===== src/rtl/gato_pkg.sv =====
// Shared types and constants for the tic-tac-toe match sequencer.
package gato_pkg;

  typedef enum logic [2:0] {
    S_IDLE,
    S_CLEAR,
    S_TURN,
    S_CHECK,
    S_ROUND_END,
    S_MATCH_END
  } state_t;

  localparam logic [1:0] RES_NONE = 2'b00;
  localparam logic [1:0] RES_P1   = 2'b01;
  localparam logic [1:0] RES_P2   = 2'b10;
  localparam logic [1:0] RES_TIE  = 2'b11;

  localparam logic PLAYER_P1 = 1'b0;
  localparam logic PLAYER_P2 = 1'b1;

  function automatic logic [3:0] sat_inc(input logic [3:0] v);
    return (v == 4'hF) ? v : v + 4'd1;
  endfunction

endpackage


===== src/rtl/temporizador_turno.sv =====
// Per-turn timer: counts cycles while enabled, pulses o_tc on the last cycle of a turn.
module temporizador_turno #(
  parameter int unsigned TURN_TICKS = 100_000_000
) (
  input  logic i_clk,
  input  logic i_rst_n,
  input  logic i_clear,
  input  logic i_enable,
  output logic o_tc
);

  localparam int unsigned W = $clog2(TURN_TICKS);
  localparam logic [W-1:0] LP_LAST = W'(TURN_TICKS - 1);

  logic [W-1:0] r_cnt;

  always_ff @(posedge i_clk or negedge i_rst_n) begin
    if (!i_rst_n) begin
      r_cnt <= '0;
    end else if (i_clear) begin
      r_cnt <= '0;
    end else if (i_enable) begin
      r_cnt <= r_cnt + W'(1);
    end
  end

  assign o_tc = i_enable && (r_cnt == LP_LAST);

endmodule


===== src/rtl/secuenciador_partida.sv =====
// Best-of-N tic-tac-toe match sequencer: turns, board check requests, score keeping.
// Optional per-turn timeout enabled with macro TURN_TIMEOUT_EN.
//   state       | meaning
//   S_IDLE      | after reset, waiting for start
//   S_CLEAR     | board clear pulse, load opening player
//   S_TURN      | grant to current player, waiting for its move
//   S_CHECK     | board check requested, waiting for verifier result
//   S_ROUND_END | round decided, waiting for start
//   S_MATCH_END | match decided, waiting for start
module secuenciador_partida
  import gato_pkg::*;
#(
  parameter int unsigned TURN_TICKS    = 100_000_000,
  parameter int unsigned WINS_TO_MATCH = 3
) (
  input  logic       i_clk,
  input  logic       i_reset_all_n,
  input  logic       i_start,
  input  logic       i_move_done,
  input  logic       i_move_player,
  input  logic       i_result_valid,
  input  logic [1:0] i_result,
  output logic       o_clear_board,
  output logic       o_turno_p1,
  output logic       o_turno_p2,
  output logic       o_verifica,
  output logic       o_timeout_flag,
  output logic       o_round_over,
  output logic       o_match_over,
  output logic [1:0] o_winner,
  output logic [3:0] o_score_p1,
  output logic [3:0] o_score_p2
);

  localparam logic [3:0] LP_WINS = 4'(WINS_TO_MATCH);

  state_t     r_state;
  logic       r_player;
  logic       r_first;
  logic       r_verifica;
  logic       r_timeout;
  logic [1:0] r_winner;
  logic [3:0] r_score_p1;
  logic [3:0] r_score_p2;

  logic       w_tc;
  logic       w_move_ok;
  logic [3:0] w_p1_next;
  logic [3:0] w_p2_next;

`ifdef TURN_TIMEOUT_EN
  logic w_timer_clear;
  logic w_timer_en;

  assign w_timer_en    = (r_state == S_TURN);
  assign w_timer_clear = !w_timer_en || w_tc;

  temporizador_turno #(
    .TURN_TICKS(TURN_TICKS)
  ) u_temporizador (
    .i_clk    (i_clk),
    .i_rst_n  (i_reset_all_n),
    .i_clear  (w_timer_clear),
    .i_enable (w_timer_en),
    .o_tc     (w_tc)
  );
`else
  // Never true for a legal TURN_TICKS: a turn lasts until a valid move.
  assign w_tc = (TURN_TICKS == 0);
`endif

  assign w_move_ok = i_move_done && (i_move_player == r_player);
  assign w_p1_next = sat_inc(r_score_p1);
  assign w_p2_next = sat_inc(r_score_p2);

  always_ff @(posedge i_clk or negedge i_reset_all_n) begin
    if (!i_reset_all_n) begin
      r_state    <= S_IDLE;
      r_player   <= PLAYER_P1;
      r_first    <= PLAYER_P1;
      r_verifica <= 1'b0;
      r_timeout  <= 1'b0;
      r_winner   <= RES_NONE;
      r_score_p1 <= 4'd0;
      r_score_p2 <= 4'd0;
    end else begin
      r_verifica <= 1'b0;
      r_timeout  <= 1'b0;
      case (r_state)
        S_IDLE: if (i_start) r_state <= S_CLEAR;
        S_CLEAR: begin
          r_player <= r_first;
          r_state  <= S_TURN;
        end
        S_TURN: begin
          // A move landing on the expiry cycle takes precedence over the timeout.
          if (w_move_ok) begin
            r_state    <= S_CHECK;
            r_verifica <= 1'b1;
          end else if (w_tc) begin
            r_player  <= ~r_player;
            r_timeout <= 1'b1;
          end
        end
        S_CHECK: if (i_result_valid) begin
          case (i_result)
            RES_NONE: begin
              r_player <= ~r_player;
              r_state  <= S_TURN;
            end
            RES_P1: begin
              r_score_p1 <= w_p1_next;
              r_winner   <= RES_P1;
              if (w_p1_next == LP_WINS) begin
                r_state <= S_MATCH_END;
              end else begin
                r_state <= S_ROUND_END;
                r_first <= ~r_first;
              end
            end
            RES_P2: begin
              r_score_p2 <= w_p2_next;
              r_winner   <= RES_P2;
              if (w_p2_next == LP_WINS) begin
                r_state <= S_MATCH_END;
              end else begin
                r_state <= S_ROUND_END;
                r_first <= ~r_first;
              end
            end
            default: begin
              r_winner <= RES_TIE;
              r_state  <= S_ROUND_END;
              r_first  <= ~r_first;
            end
          endcase
        end
        S_ROUND_END: if (i_start) r_state <= S_CLEAR;
        S_MATCH_END: if (i_start) begin
          r_score_p1 <= 4'd0;
          r_score_p2 <= 4'd0;
          r_winner   <= RES_NONE;
          r_first    <= PLAYER_P1;
          r_state    <= S_CLEAR;
        end
        default: r_state <= S_IDLE;
      endcase
    end
  end

  assign o_clear_board  = (r_state == S_CLEAR);
  assign o_turno_p1     = (r_state == S_TURN) && (r_player == PLAYER_P1);
  assign o_turno_p2     = (r_state == S_TURN) && (r_player == PLAYER_P2);
  assign o_verifica     = r_verifica;
  assign o_timeout_flag = r_timeout;
  assign o_round_over   = (r_state == S_ROUND_END);
  assign o_match_over   = (r_state == S_MATCH_END);
  assign o_winner       = r_winner;
  assign o_score_p1     = r_score_p1;
  assign o_score_p2     = r_score_p2;

endmodule


===== config.mk =====
export PLATFORM = sky130hd
export DESIGN_NAME = secuenciador_partida
export DESIGN_NICKNAME = d
export VERILOG_FILES = /design/src/rtl/gato_pkg.sv /design/src/rtl/temporizador_turno.sv /design/src/rtl/secuenciador_partida.sv
export SDC_FILE = /design/constraint.sdc
export NUM_CORES = 1
export LEC_CHECK = 0
export ABC_AREA = 1
export BUFFER_PORTS_ARGS = -buffer_cell sky130_fd_sc_hd__buf_2
export CAP_MARGIN = 10
export CORE_MARGIN = 2
export CORE_UTILIZATION = 50
export CTS_BUF_LIST = sky130_fd_sc_hd__clkbuf_8
export CTS_CLUSTER_DIAMETER = 80
export DETAILED_ROUTE_END_ITERATION = 6
export GPL_TIMING_DRIVEN = 0
export HOLD_SLACK_MARGIN = 0.02
export PLACE_DENSITY = 0.77
export RECOVER_POWER = 50
export SYNTH_ARGS = -nofsm -noshare
export SYNTH_HDL_FRONTEND = slang
export SYNTH_SLANG_ARGS = --single-unit

===== constraint.sdc =====
create_clock -name i_clk -period 1.4 [get_ports i_clk]
set_input_delay 0.35 -clock i_clk [delete_from_list [all_inputs] [get_ports i_clk]]
set_output_delay 0.35 -clock i_clk [all_outputs]
set_load 0.01 [all_outputs]

# --- Word level (Yosys, flattened, before mapping) ---
# Index checks and enable logic that the tools add are counted.
word_totals:
  input_bits: 8
  regBits: 16
  word_cells: 78
  out_inout_bits: 17
op_classes:
  n_bitwise: 2
  reduce_logical: 14
  addsub: 2
  n_mux: 31
  n_eq_ne: 22
op_table:
  columns: ["operator", "n"]
  rows:
  - ["$mux W4", 7]
  - ["$pmux W4 S2", 2]
  - ["$pmux W3 S4", 1]
  - ["$reduce_and A4 Y1", 3]
  - ["$mux W1", 10]
  - ["$ne A2 B2 Y1 const B", 5]
  - ["$mux W3", 3]
  - ["$pmux W3 S3", 1]
  - ["$add A4 B1 Y4 const B", 2]
  - ["$eq A4 B2 Y1 const B", 2]
  - ["$eq A4 B4 Y1 const B", 2]
  - ["$eq A3 B2 Y1 const B", 2]
  - ["$eq A3 B3 Y1 const B", 2]
  - ["$ne A2 B1 Y1 const B", 3]
  - ["$ne A3 B3 Y1 const B", 2]
  - ["$pmux W2 S3", 1]
  - ["$reduce_and A3 Y1", 2]
  - ["$reduce_and A6 Y1", 1]
  - ["$mux W2", 2]
  - ["$pmux W1 S2", 2]
  - ["$pmux W2 S2", 1]
  - ["$reduce_bool A2 Y1", 2]
  - ["$eq A3 B1 Y1 const B", 1]
  - ["$logic_and A1 B1 Y1", 3]
  - ["other kinds (8)", 9]

# --- Logic depth before layout (Yosys ltp) ---
# Gate-level depths: netlist (run 1).
depth:
  ltp_word: 7
  mapped_depth: 12

# --- Worst setup path after synthesis (run 1) ---
# Ideal clock, no wire load.
synth_timing:
  kind: "flip-flop to flip-flop"
  startpoint: "reg r_score_p1[0] (netlist: o_score_p1[0])"
  endpoint: "reg r_first"
  arrival_ps: 1329
  path_slack_ps: -46
  required_ps: 1284
  stages_incl_launch_ff: 12
  synth_period_minus_slack_ps: 1446
  setup_time_ps: 116
  path_cell_list: "dfrtp_1 -> ha_1 -> nand2_1 -> inv_1 -> o21ai_0 -> nor2_1 -> nand2_1 -> nand2_1 -> nand2_1 -> nand2_1 -> nand2_1 -> nand2_1"
synth_via:
  elab_chain_len: 5
  word_cells_on_any_way: 6
  cone_classes: "add/sub: 1; eq/ne: 3; mux: 1; reduce/logical: 1"
synth_rtl:
  columns: ["element", "line_no", "source"]
  rows:
  - ["from (decl)", "secuenciador_partida.sv:43", "logic [3:0] r_score_p1;"]
  - ["from (signal assigned)", "secuenciador_partida.sv:112", "r_score_p1 <= w_p1_next;"]
  - ["$add A4 B1 Y4 / $eq A4 B4 Y1 (equally long branches)", "gato_pkg.sv:22", "return (v == 4'hF) ? v : v + 4'd1;"]
  - ["$mux W4 (*)", "gato_pkg.sv:22", null]
  - ["$eq A4 B2 Y1 (*)", "secuenciador_partida.sv:114", "if (w_p1_next == LP_WINS) begin"]
  - ["$ne A3 B3 Y1 (no source line) (*)", null, null]
  - ["$reduce_and A6 Y1 (no source line) (*)", null, null]
  - ["to (signal assigned)", "secuenciador_partida.sv:118", "r_first <= ~r_first;"]
  - ["to (signal assigned)", "secuenciador_partida.sv:128", "r_first <= ~r_first;"]
  - ["to (signal assigned)", "secuenciador_partida.sv:134", "r_first <= ~r_first;"]
  - ["to (decl)", "secuenciador_partida.sv:39", "logic r_first;"]
# Mark *: on every way between the ends. The rest lies on a longest branch, timed or not.
# A chain may end at the register's enable or synchronous reset.

# --- Worst setup path after layout (run 1) ---
layout_timing:
  startpoint: "reg r_state[0]"
  endpoint: "out o_turno_p2"
layout_via:
  elab_chain_len: 2
layout_rtl:
  columns: ["element", "line_no", "source"]
  rows:
  - ["from (decl)", "secuenciador_partida.sv:37", "state_t r_state;"]
  - ["from (signal assigned)", "secuenciador_partida.sv:78", "r_state <= S_IDLE;"]
  - ["from (signal assigned)", "secuenciador_partida.sv:90", "S_IDLE: if (i_start) r_state <= S_CLEAR;"]
  - ["from (signal assigned)", "secuenciador_partida.sv:93", "r_state <= S_TURN;"]
  - ["$eq A3 B2 Y1", "secuenciador_partida.sv:153", "assign o_turno_p2 = (r_state == S_TURN) && (r_player == PLAYER_P2);"]
  - ["$logic_and A1 B1 Y1", "secuenciador_partida.sv:153", null]
  - ["to (decl)", "secuenciador_partida.sv:25", "output logic o_turno_p2,"]
# No other way between the ends.

==> flow_metrics.py, run 1 <==
metrics = {
    "yosys": {
        "synth_xor_area_share_pct": 2.41,
        "synthMuxAreaShare_pct": 0,
        "async_reset_ff_share_pct": 100,
        "synth_top_family_by_area": "simple AND/OR/NAND/NOR gates",
        "synthAdderAreaFrac_pct": 2.30,
        "synthCells": 144,
        "synth-seq-cells": 16,
        "synthSimpleGateAreaFrac_pct": 34.3,
        "synth.cell_area_mm2": 0.00109,
        "avgSynthCellArea_um2": 7.56,
        "synth_compound_area_share_pct": 14.9,
        "ys.flop_type": "dfrtp_1",
        "synth_edf_count": 0,
        "synth_fp_nets": 154,
        "yosysSeqAreaShare_pct": 36.8,
        "ys_warn_count": 0,
        "yosys.cell_types.count": 32,
    },
    "floorplan": {
        "rows": 16,
        "initial_core_util_pct": 54.4,
        "die_w_um": 50.7,
        "die_area_mm2": 0.00257,
        "io_pins": 25,
        "die_y_um": 50.7,
        "core_mm2": 0.00200,
    },
    "power_and_ir_drop": {
        "swShare_pct": 49.0,
        "seqPwrFrac_pct": 23.3,
        "ir_drop_v": 0.00156,
        "p_sw_mw": 2.13,
        "combPwrFrac_pct": 66.8,
        "clock_power_share_pct": 9.9,
        "leakage_nw": 0.868,
        "powerDensity_mw_per_mm2": 2550,
        "cellInternalPower_mw": 2.22,
    },
    "setup_path": {
        "rr_worst_depth": 12,
        "slowest_delay_ns": 0.46,
        "crit_chain": "nor3_4, inv_2, nor2_1, buf_2",
        "critical-path-slowest-cell": "dfrtp_2",
        "crit_fanout": 4,
        "crit_path_start_kind": "register",
        "end_kind": "primary output",
        "cp.required_ns": 1.05,
        "crit_type": "register to primary output",
        "crit_arrival_ns": 1.29,
    },
    "cells_and_area": {
        "fin_nets": 205,
        "drive_gt1_share_pct": 51.5,
        "syn_to_final_growth_pct": 56.4,
        "final_util_pct": 85.1,
        "antenna_cells": 0,
    },
    "timing": {
        "fin_crit_sh_pct": 117,
        "clock_skew_ns": 0.00725,
        "setup_violations": 20,
        "clock.fmax_mhz": 608,
        "fin_ws_ns": -0.245,
        "fin_crit_ns": 1.64,
        "rsz0062_at_grt": "true",
        "slew_violations": 0,
        "hold_viol": 0,
    },
    "run": {
        "drv_cap": 0,
    },
    "drt": {
        "wl_per_cell_um": 17.8,
        "drtIter0Drc": 51,
        "vias": 1251,
        "vias_per_cell": 5.66,
        "ant_nets": 0,
        "dr.pass1.iters": 4,
        "drc": 0,
        "wirelength_mm": 3.93,
    },
    "grt": {
        "grt_pass1_wl_mm": 5.23,
        "grtUsageTotal_pct": 26.9,
        "grt_max_degree": 17,
        "grt_pass1_vias": 1141,
        "grt_overflow": 0,
        "antenna_found_initial": 0,
    },
    "clocking": {
        "cts-root-buf": "clkbuf_8",
        "clk_pin_slew_ns": 0.07,
        "clk_latency_ns": 0.26,
        "cts_buffers": 3,
        "clockBufferDepth": 2,
        "cts_tree": "yes",
        "h-tree-depth": 1,
        "cts_sinks": 16,
    },
    "placement": {
        "hpwl_mm": 1.74,
        "place_ws_ns": -0.247,
        "io_buffer_count": 23,
        "place_congestion": 0.860,
    },
    "outcome": {
        "violations": "setup timing",
        "outcome": "finished, violations left",
    },
    "hold_path": {
        "hp-class": "primary input to register",
        "hold_depth": 3,
    },
}
[worst max-delay path: cells and delay by family (launching register included)]
family / cells / cell delay (ns)
buffers and inverters: 2 / 0.20
and+or+nand+nor: 2 / 0.37
DFF: 1 / 0.46
[cell type report]
class	instances	area, um2
sequential	16	405
clock buffer	4	55.1
fill	113	299
buffer	2	18.8
inverter	21	83.8
multi-input combinational	105	790
timing repair buffer	46	317
tap	27	33.8
[cell usage in the layout (no fill, tap or decap), types with 5 or more instances in the layout]
cell and instances:
nand2_1 29, buf_2 21, buf_4 20, inv_1 15, nor2_1 12, dfrtp_1 12, nand2_2 6, nand3_1 6
o21ai_1 6, nand3_2 5
[power groups by stage]
stage,Sequential (mW),Combinational [mW],Clock (mW)
floorplan,0.957,1.22,0
global placement,0.902,1.67,0
detailed placement,0.924,1.71,0
CTS,0.952,2.27,0.413
global route,1.04,3.13,0.457
finish,1.02,2.91,0.429
[state kept, by name, summed over array words and instances (netlist names)]
name        count
r_player        1
o_score_p1      4
o_verifica      1
r_first         1
o_score_p2      4
r_state         3
o_winner        2
[synthesized netlist by cell type (3+ instances only)]
cell     count  area [um2]
a21oi_1      3        15.0
dfrtp_1     16         400
inv_1       16        60.1
inv_2        5        18.8
nand2_1     37         139
nand3_1     12        60.1
nor2_1      13        48.8
nor3_1       3        15.0
o21ai_1      8        40.0
[stage by stage]
step	hold slack [ns]	instance area (um2)	total power, mW	TNS (ns)	cells
final	0.413	1700	4.35	-2.32	221
after global routing	0.412	1700	4.63	-3.38	221
after CTS	0.412	1530	3.63	-0.589	215
after detailed placement	0.276	1240	2.64	-1.51	194
after global placement	0.276	1240	2.57	-0.948	194
after floorplan	0.0544	1090	2.18	0	144
[per-layer routing]
metal / global-route usage (%) / wire length (um)
met5: 0 / 0
met1: 33.3 / 1380
met3: 6.85 / 451
met4: 9.46 / 219
met2: 45.2 / 1880
[worst paths after layout]
kind,start,endpoint,slack [ns]
min reg2reg,o_winner[0]$_DFFE_PN0P_,o_winner[0]$_DFFE_PN0P_,0.49
min in group asynchronous,i_reset_all_n,r_first$_DFFE_PN0P_,0.55
max,r_state[0]$_DFFE_PN0P_,o_turno_p2,-0.24
max reg2reg,o_score_p1[1]$_DFFE_PN0P_,r_state[0]$_DFFE_PN0P_,-0.20
min,i_move_done,o_verifica$_DFF_PN0_,0.41
max in group asynchronous,i_reset_all_n,o_score_p1[2]$_DFFE_PN0P_,0.52
[what timing repair did]
action,in CTS,in global routing
resized for setup,22,28
hold buffers,1,0
cloned,0,0
endpoints found under the setup margin,18,20
pin swaps,8,14
hold endpoints to repair,16,0
buffers inserted,16,6
[cells by family (layout without fill, tap and decap cells)]
family	Yosys count	in the layout
and+or+nand+nor	77	77
buffers and inverters	23	73
AOI/OAI and AO/OA	22	22
DFF	16	16
xor gates and xnor gates	3	3
adders and majority gates	2	2
other	1	1
Note: power is estimated with default switching activity, not from simulation.
==> inputs of run 2 (changes only) <==
--- a/config.mk
+++ b/config.mk
@@ -9,13 +9,13 @@
 export BUFFER_PORTS_ARGS = -buffer_cell sky130_fd_sc_hd__buf_2
 export CAP_MARGIN = 10
 export CORE_MARGIN = 2
-export CORE_UTILIZATION = 50
+export CORE_UTILIZATION = 55
 export CTS_BUF_LIST = sky130_fd_sc_hd__clkbuf_8
 export CTS_CLUSTER_DIAMETER = 80
 export DETAILED_ROUTE_END_ITERATION = 6
 export GPL_TIMING_DRIVEN = 0
 export HOLD_SLACK_MARGIN = 0.02
-export PLACE_DENSITY = 0.77
+export PLACE_DENSITY = 0.8
 export RECOVER_POWER = 50
 export SYNTH_ARGS = -nofsm -noshare
 export SYNTH_HDL_FRONTEND = slang
==> constraint.sdc (replaced) <==
create_clock -name i_clk -period 1.85 [get_ports i_clk]
set_input_delay 0.4625 -clock i_clk [delete_from_list [all_inputs] [get_ports i_clk]]
set_output_delay 0.4625 -clock i_clk [all_outputs]
set_load 0.01 [all_outputs]
==> run 2 against run 1 <==
Against the previous run: the flow now finishes without violations; worst setup slack better by 0.29 ns; cell count is 10% lower; clock skew shrank 0.0038 ns; total power is 46% lower; hold slack lost 0.12 ns; routed wire length is 35% lower; via count decreased by 16%; sequential power down 30%; critical path depth is the same; count of clock-buffer cells in the layout did not move; critical path type unchanged.
==> flow_metrics.py, run 2 (same netlist as run 1, synthesis figures left out) <==
metrics = {
    "power_and_ir_drop": {
        "leakage_nw": 0.665,
        "ir_drop_v": 0.00109,
        "powerDensity_mw_per_mm2": 1820,
        "total_power_mw": 2.37,
    },
    "setup_path": {
        "crit_type": "register to primary output",
        "slowest_delay_ns": 0.45,
        "end_kind": "primary output",
        "crit_chain": "inv_2, nand3_2, inv_2, buf_2",
        "cp.required_ns": 1.39,
        "r2r_slack_ns": 0.23,
        "critical-path-slowest-cell": "dfrtp_2",
        "crit_path_start_kind": "register",
        "crit_arrival_ns": 1.34,
        "critPathMostFrequentCell": "inv_2",
        "crit_fanout": 5,
        "critical-path-top-delay-family": "flip-flops",
        "critPathBufInv": 3,
    },
    "floorplan": {
        "io_pins": 25,
        "initial_core_util_pct": 56.6,
        "die_y_um": 48.5,
        "rows": 16,
        "core_mm2": 0.00192,
        "die_w_um": 48.5,
        "die_area_mm2": 0.00235,
    },
    "cells_and_area": {
        "fin_nets": 182,
        "final_cell_mix": "37 x nand2_1, 16 x inv_1, 16 x buf_2",
        "finalNonFillerCells": 198,
        "syn_to_final_growth_pct": 19.2,
        "drive_gt1_share_pct": 25.1,
        "antenna_cells": 0,
        "final_common_cell": "nand2_1",
        "design_area_mm2": 0.00130,
        "final_util_pct": 67.5,
        "n_fill_cell": 182,
    },
    "timing": {
        "clock_skew_ns": 0.00347,
        "rsz0062_at_grt": "false",
        "fin_crit_ns": 1.80,
        "tightest_slew_ns": 0.885,
        "clock.fmax_mhz": 554,
        "slew_violations": 0,
        "relSlewSlack_pct": 41.0,
        "hold_viol": 0,
        "setup_violations": 0,
        "setup_tns_ns": 0,
        "fin_crit_sh_pct": 97.5,
    },
    "clocking": {
        "h-tree-depth": 1,
        "clk_latency_ns": 0.26,
        "cts_buffers": 3,
        "cts-root-buf": "clkbuf_8",
        "cts_sinks": 16,
        "cts_hold_buf": 0,
        "clk_pin_slew_ns": 0.07,
        "clockBufferDepth": 2,
        "postCtsSetupBuffers": 0,
        "cts_tree": "yes",
    },
    "drt": {
        "ant_nets": 0,
        "dr.pass1.iters": 4,
        "wirelength_mm": 2.55,
        "wl_per_cell_um": 12.9,
        "drtIter0Drc": 21,
        "vias_per_cell": 5.32,
        "vias": 1053,
        "drc": 0,
    },
    "grt": {
        "grt_overflow": 0,
        "antenna_found_initial": 0,
        "grt_pass1_wl_mm": 4.35,
        "grtUsageTotal_pct": 23.9,
        "grt_pass1_vias": 984,
        "grt_max_degree": 17,
    },
    "placement": {
        "placed_cell_area_mm2": 0.00124,
        "dp.cells": 194,
        "place_congestion": 0.798,
        "io_buffer_count": 23,
        "hpwl_mm": 1.88,
    },
    "run": {
        "drv_cap": 0,
    },
    "hold_path": {
        "hp-class": "primary input to async pin",
    },
    "outcome": {
        "outcome": "finished, final reports clean",
    },
}
run 2: timing repair:
item | in CTS | in global routing
resized for setup | 2 | 2
gates cloned | 0 | 0
setup endpoints to repair | 2 | 3
run 2: worst paths after layout:
path                       cells past startpoint                 startpoint                         to
max                                            4     r_state[1]$_DFFE_PN0P_               o_match_over
min                                            1              i_reset_all_n  o_score_p1[1]$_DFFE_PN0P_
max reg2reg                                   11  o_score_p1[0]$_DFFE_PN0P_     r_state[0]$_DFFE_PN0P_
min reg2reg                                    2        r_first$_DFFE_PN0P_        r_first$_DFFE_PN0P_
max in group asynchronous                      1              i_reset_all_n     r_state[0]$_DFFE_PN0P_
min in group i_clk                             3                i_move_done       o_verifica$_DFF_PN0_
run 2: metrics by stage:
step | hold WS [ns] | setup WS (ns)
finish | 0.295 | 0.0465
global route | 0.391 | 0.00222
CTS | 0.123 | 0.0530
detailed placement | 0.401 | 0.117
global placement | 0.396 | 0.160
floorplan | 0.167 | 0.346
run 2: cell type report:
cell class | count | area [um2] | area share, %
clock buffer | 4 | 55.1 | 4.24
sequential | 16 | 403 | 31.1
tap | 27 | 33.8 | 2.60
multi-input combinational | 105 | 602 | 46.4
buffer | 2 | 18.8 | 1.45
timing repair buffer | 23 | 106 | 8.20
inverter | 21 | 78.8 | 6.08
run 2: where the power goes:
group	switching (mW)	internal (mW)
Clock	0.135	0.190
Combinational	0.828	0.496
Sequential	0.192	0.526
run 2: layer usage:
| metal | up-vias | GRT usage (%) | part of all wire [%] |
|---|---|---|---|
| met5 | - | 0 | 0 |
| met4 | 0 | 12.4 | 2.9 |
| met1 | 493 | 28.0 | 41 |
| li1 | 517 | - | - |
| met2 | 36 | 42.1 | 51 |
| met3 | 7 | 3.70 | 5.5 |
==> inputs of run 3 (changes only) <==
--- a/config.mk
+++ b/config.mk
@@ -5,10 +5,9 @@
 export SDC_FILE = /design/constraint.sdc
 export NUM_CORES = 1
 export LEC_CHECK = 0
-export ABC_AREA = 1
 export BUFFER_PORTS_ARGS = -buffer_cell sky130_fd_sc_hd__buf_2
 export CAP_MARGIN = 10
-export CORE_MARGIN = 2
+export CORE_MARGIN = 5
 export CORE_UTILIZATION = 55
 export CTS_BUF_LIST = sky130_fd_sc_hd__clkbuf_8
 export CTS_CLUSTER_DIAMETER = 80
@@ -17,6 +16,7 @@
 export HOLD_SLACK_MARGIN = 0.02
 export PLACE_DENSITY = 0.8
 export RECOVER_POWER = 50
+export SETUP_SLACK_MARGIN = 0.4
 export SYNTH_ARGS = -nofsm -noshare
 export SYNTH_HDL_FRONTEND = slang
 export SYNTH_SLANG_ARGS = --single-unit
==> run 3 against run 2 <==
Against the previous run: cell count shrank 0.51%; sequential power decreased by 4.0%; clock skew down 0.0020 ns; die area is 23% higher; non-clock buffer count up 28; area after synthesis shrank 2.9%; critical endpoint unchanged; largest cell class unchanged.
==> flow_metrics.py, run 3 <==
metrics = {
    "clocking": {
        "cts_hold_buf": 0,
        "clockBufferDepth": 2,
        "cts-root-buf": "clkbuf_8",
        "cts_sinks": 16,
        "clk_latency_ns": 0.26,
        "cts_buffers": 3,
        "h-tree-depth": 1,
        "clk_pin_slew_ns": 0.07,
        "cts_tree": "yes",
    },
    "cells_and_area": {
        "antenna_cells": 0,
        "syn_to_final_growth_pct": 61.3,
        "n_fill_cell": 46,
        "final_util_pct": 95.6,
        "final_cell_mix": "20 x buf_4, 16 x buf_2, 14 x dfrtp_1",
        "drive_gt1_share_pct": 50.6,
        "final_common_cell": "buf_4",
        "design_area_mm2": 0.00171,
        "fin_nets": 183,
    },
    "drt": {
        "vias_per_cell": 7.10,
        "vias": 1398,
        "drtIter0Drc": 150,
        "ant_nets": 0,
        "wl_per_cell_um": 26.0,
        "wirelength_mm": 5.12,
        "dr.pass1.iters": 4,
        "drc": 0,
    },
    "floorplan": {
        "core_mm2": 0.00178,
        "initial_core_util_pct": 59.3,
        "die_y_um": 53.8,
        "die_area_mm2": 0.00290,
        "die_w_um": 53.8,
        "io_pins": 25,
        "rows": 15,
    },
    "power_and_ir_drop": {
        "clock_power_share_pct": 10.9,
        "p_sw_mw": 1.33,
        "ir_drop_v": 0.00136,
        "combPwrFrac_pct": 65.6,
        "leakage_nw": 0.774,
        "cellInternalPower_mw": 1.60,
        "swShare_pct": 45.4,
        "seqPwrFrac_pct": 23.5,
        "powerDensity_mw_per_mm2": 1720,
    },
    "yosys": {
        "synth_edf_count": 0,
        "yosys.cell_types.count": 47,
        "synth_most_common_cell": "dfrtp_1",
        "synth.cell_area_mm2": 0.00106,
        "ys.flop_type": "dfrtp_1",
        "synthTopCellsByArea": "dfrtp_1 38%, a31oi_1 3.6%, nand2_1 3.6%",
        "synth_top_area_cell": "dfrtp_1",
        "synth-seq-cells": 16,
        "synthCells": 120,
        "ys_warn_count": 0,
        "avgSynthCellArea_um2": 8.81,
        "async_reset_ff_share_pct": 100,
        "yosysSeqAreaShare_pct": 37.9,
        "synth_top_area_share_pct": 37.9,
        "synth_common_cells": "16 x dfrtp_1, 10 x nand2_1, 10 x nor2_1, 6 x a31oi_1, 6 x o21ai_0",
        "synth_fp_nets": 130,
    },
    "outcome": {
        "outcome": "finished, final reports clean",
    },
    "timing": {
        "tightest_slew_ns": 0.892,
        "rsz0062_at_grt": "true",
        "setup_violations": 0,
        "relSlewSlack_pct": 40.5,
        "clock.fmax_mhz": 544,
        "fin_crit_sh_pct": 99.4,
        "hold_slack_ns": 0.304,
        "fin_crit_ns": 1.84,
        "setup_tns_ns": 0,
        "slew_violations": 0,
        "fin_ws_ns": 0.0113,
        "clock_skew_ns": 0.00147,
        "hold_viol": 0,
    },
    "setup_path": {
        "critPathBufInv": 4,
        "r2r_start": "r_state[1]$_DFFE_PN0P_",
        "critical-path-slowest-cell": "dfrtp_1",
        "critical-path-top-delay-family": "buffers and inverters",
        "crit_arrival_ns": 1.38,
        "slowest_delay_ns": 0.40,
        "crit_fanout": 4,
        "r2r_slack_ns": 0.05,
        "critPathMostFrequentCell": "buf_6",
        "crit_chain": "buf_4, buf_6, nand3b_1, inv_2, buf_6",
        "crit_path_start_kind": "register",
        "cp.required_ns": 1.39,
        "end_kind": "primary output",
        "r2r_end": "o_score_p2[0]$_DFFE_PN0P_",
        "crit_type": "register to primary output",
        "rr_worst_depth": 8,
    },
    "placement": {
        "io_buffer_count": 23,
        "hpwl_mm": 1.81,
        "placed_cell_area_mm2": 0.00122,
        "place_ws_ns": 0.101,
        "place_congestion": 0.857,
    },
    "run": {
        "drv_cap": 0,
    },
    "grt": {
        "grtUsageTotal_pct": 28.3,
        "grt_pass1_wl_mm": 5.82,
        "grt_max_degree": 17,
        "antenna_found_initial": 0,
        "grt_pass1_vias": 1219,
        "grt_overflow": 0,
    },
    "hold_path": {
        "hp-class": "primary input to async pin",
    },
}
-- run 3: kinds of logic (layout without fill, tap and decap cells) --
| group | after synthesis | after routing | share of synthesized area [%] |
|---|---|---|---|
| other | 1 | 1 | 0.355 |
| buffers and inverters | 9 | 61 | 5.09 |
| adders and majority gates | 2 | 2 | 2.37 |
| DFF | 16 | 16 | 37.9 |
| muxes | 2 | 2 | 2.01 |
| AOI/OAI and AO/OA | 36 | 36 | 23.8 |
| and+or+nand+nor | 52 | 52 | 26.9 |
| xor gates and xnor gates | 2 | 2 | 1.66 |
-- run 3: per-stage QoR --
step,power (mW),std cells
floorplan,1.36,120
global placement,1.62,168
detailed placement,1.65,168
CTS,2.36,192
global route,3.06,197
finish,2.93,197
-- run 3: repair_timing --
action / CTS / global route
resized for setup: 27 / 26
endpoints found under the setup margin: 15 / 19
buffers inserted: 20 / 5
pin swaps: 9 / 12
-- run 3: power by group through the flow --
stage	clock network [mW]	logic [mW]	registers (mW)
final	0.321	1.92	0.689
after global routing	0.337	2.02	0.699
after floorplan	0	0.694	0.665
after CTS	0.309	1.41	0.644
after global placement	0	0.981	0.640
after detailed placement	0	0.998	0.650
-- run 3: worst max-delay path by stage --
| stage | slack (ns) | start | endpoint | cells past startpoint |
|---|---|---|---|---|
| after global placement | 0.11 | i_result[0] | r_first$_DFFE_PN0P_ | 5 |
| after floorplan | 0.34 | o_score_p2[1]$_DFFE_PN0P_ | r_first$_DFFE_PN0P_ | 5 |
| final | 0.01 | r_state[1]$_DFFE_PN0P_ | o_match_over | 5 |
| after global routing | -0.04 | o_score_p2[0]$_DFFE_PN0P_ | r_first$_DFFE_PN0P_ | 5 |
| after detailed placement | 0.10 | i_result[0] | r_first$_DFFE_PN0P_ | 5 |
| after CTS | 0.17 | r_state[1]$_DFFE_PN0P_ | o_round_over | 4 |
-- run 3: final cells by class --
cell class	instances	area [um2]	area share, %
plain buffers	5	55.1	3.23
clock buffers	4	55.1	3.23
multi-input cells	95	818	48.0
flip-flops and latches	16	403	23.6
repair buffers	48	328	19.2
well taps	25	31.3	1.83
inverters	4	15.0	0.880
-- run 3: layer usage --
layer | global-route usage [%] | wire length [um] | vias to the layer above
met1 | 36.5 | 1730 | 612
met3 | 4.43 | 643 | 51
met4 | 15.3 | 427 | 0
met5 | 0 | 0 | -
met2 | 44.8 | 2320 | 177
li1 | - | - | 558
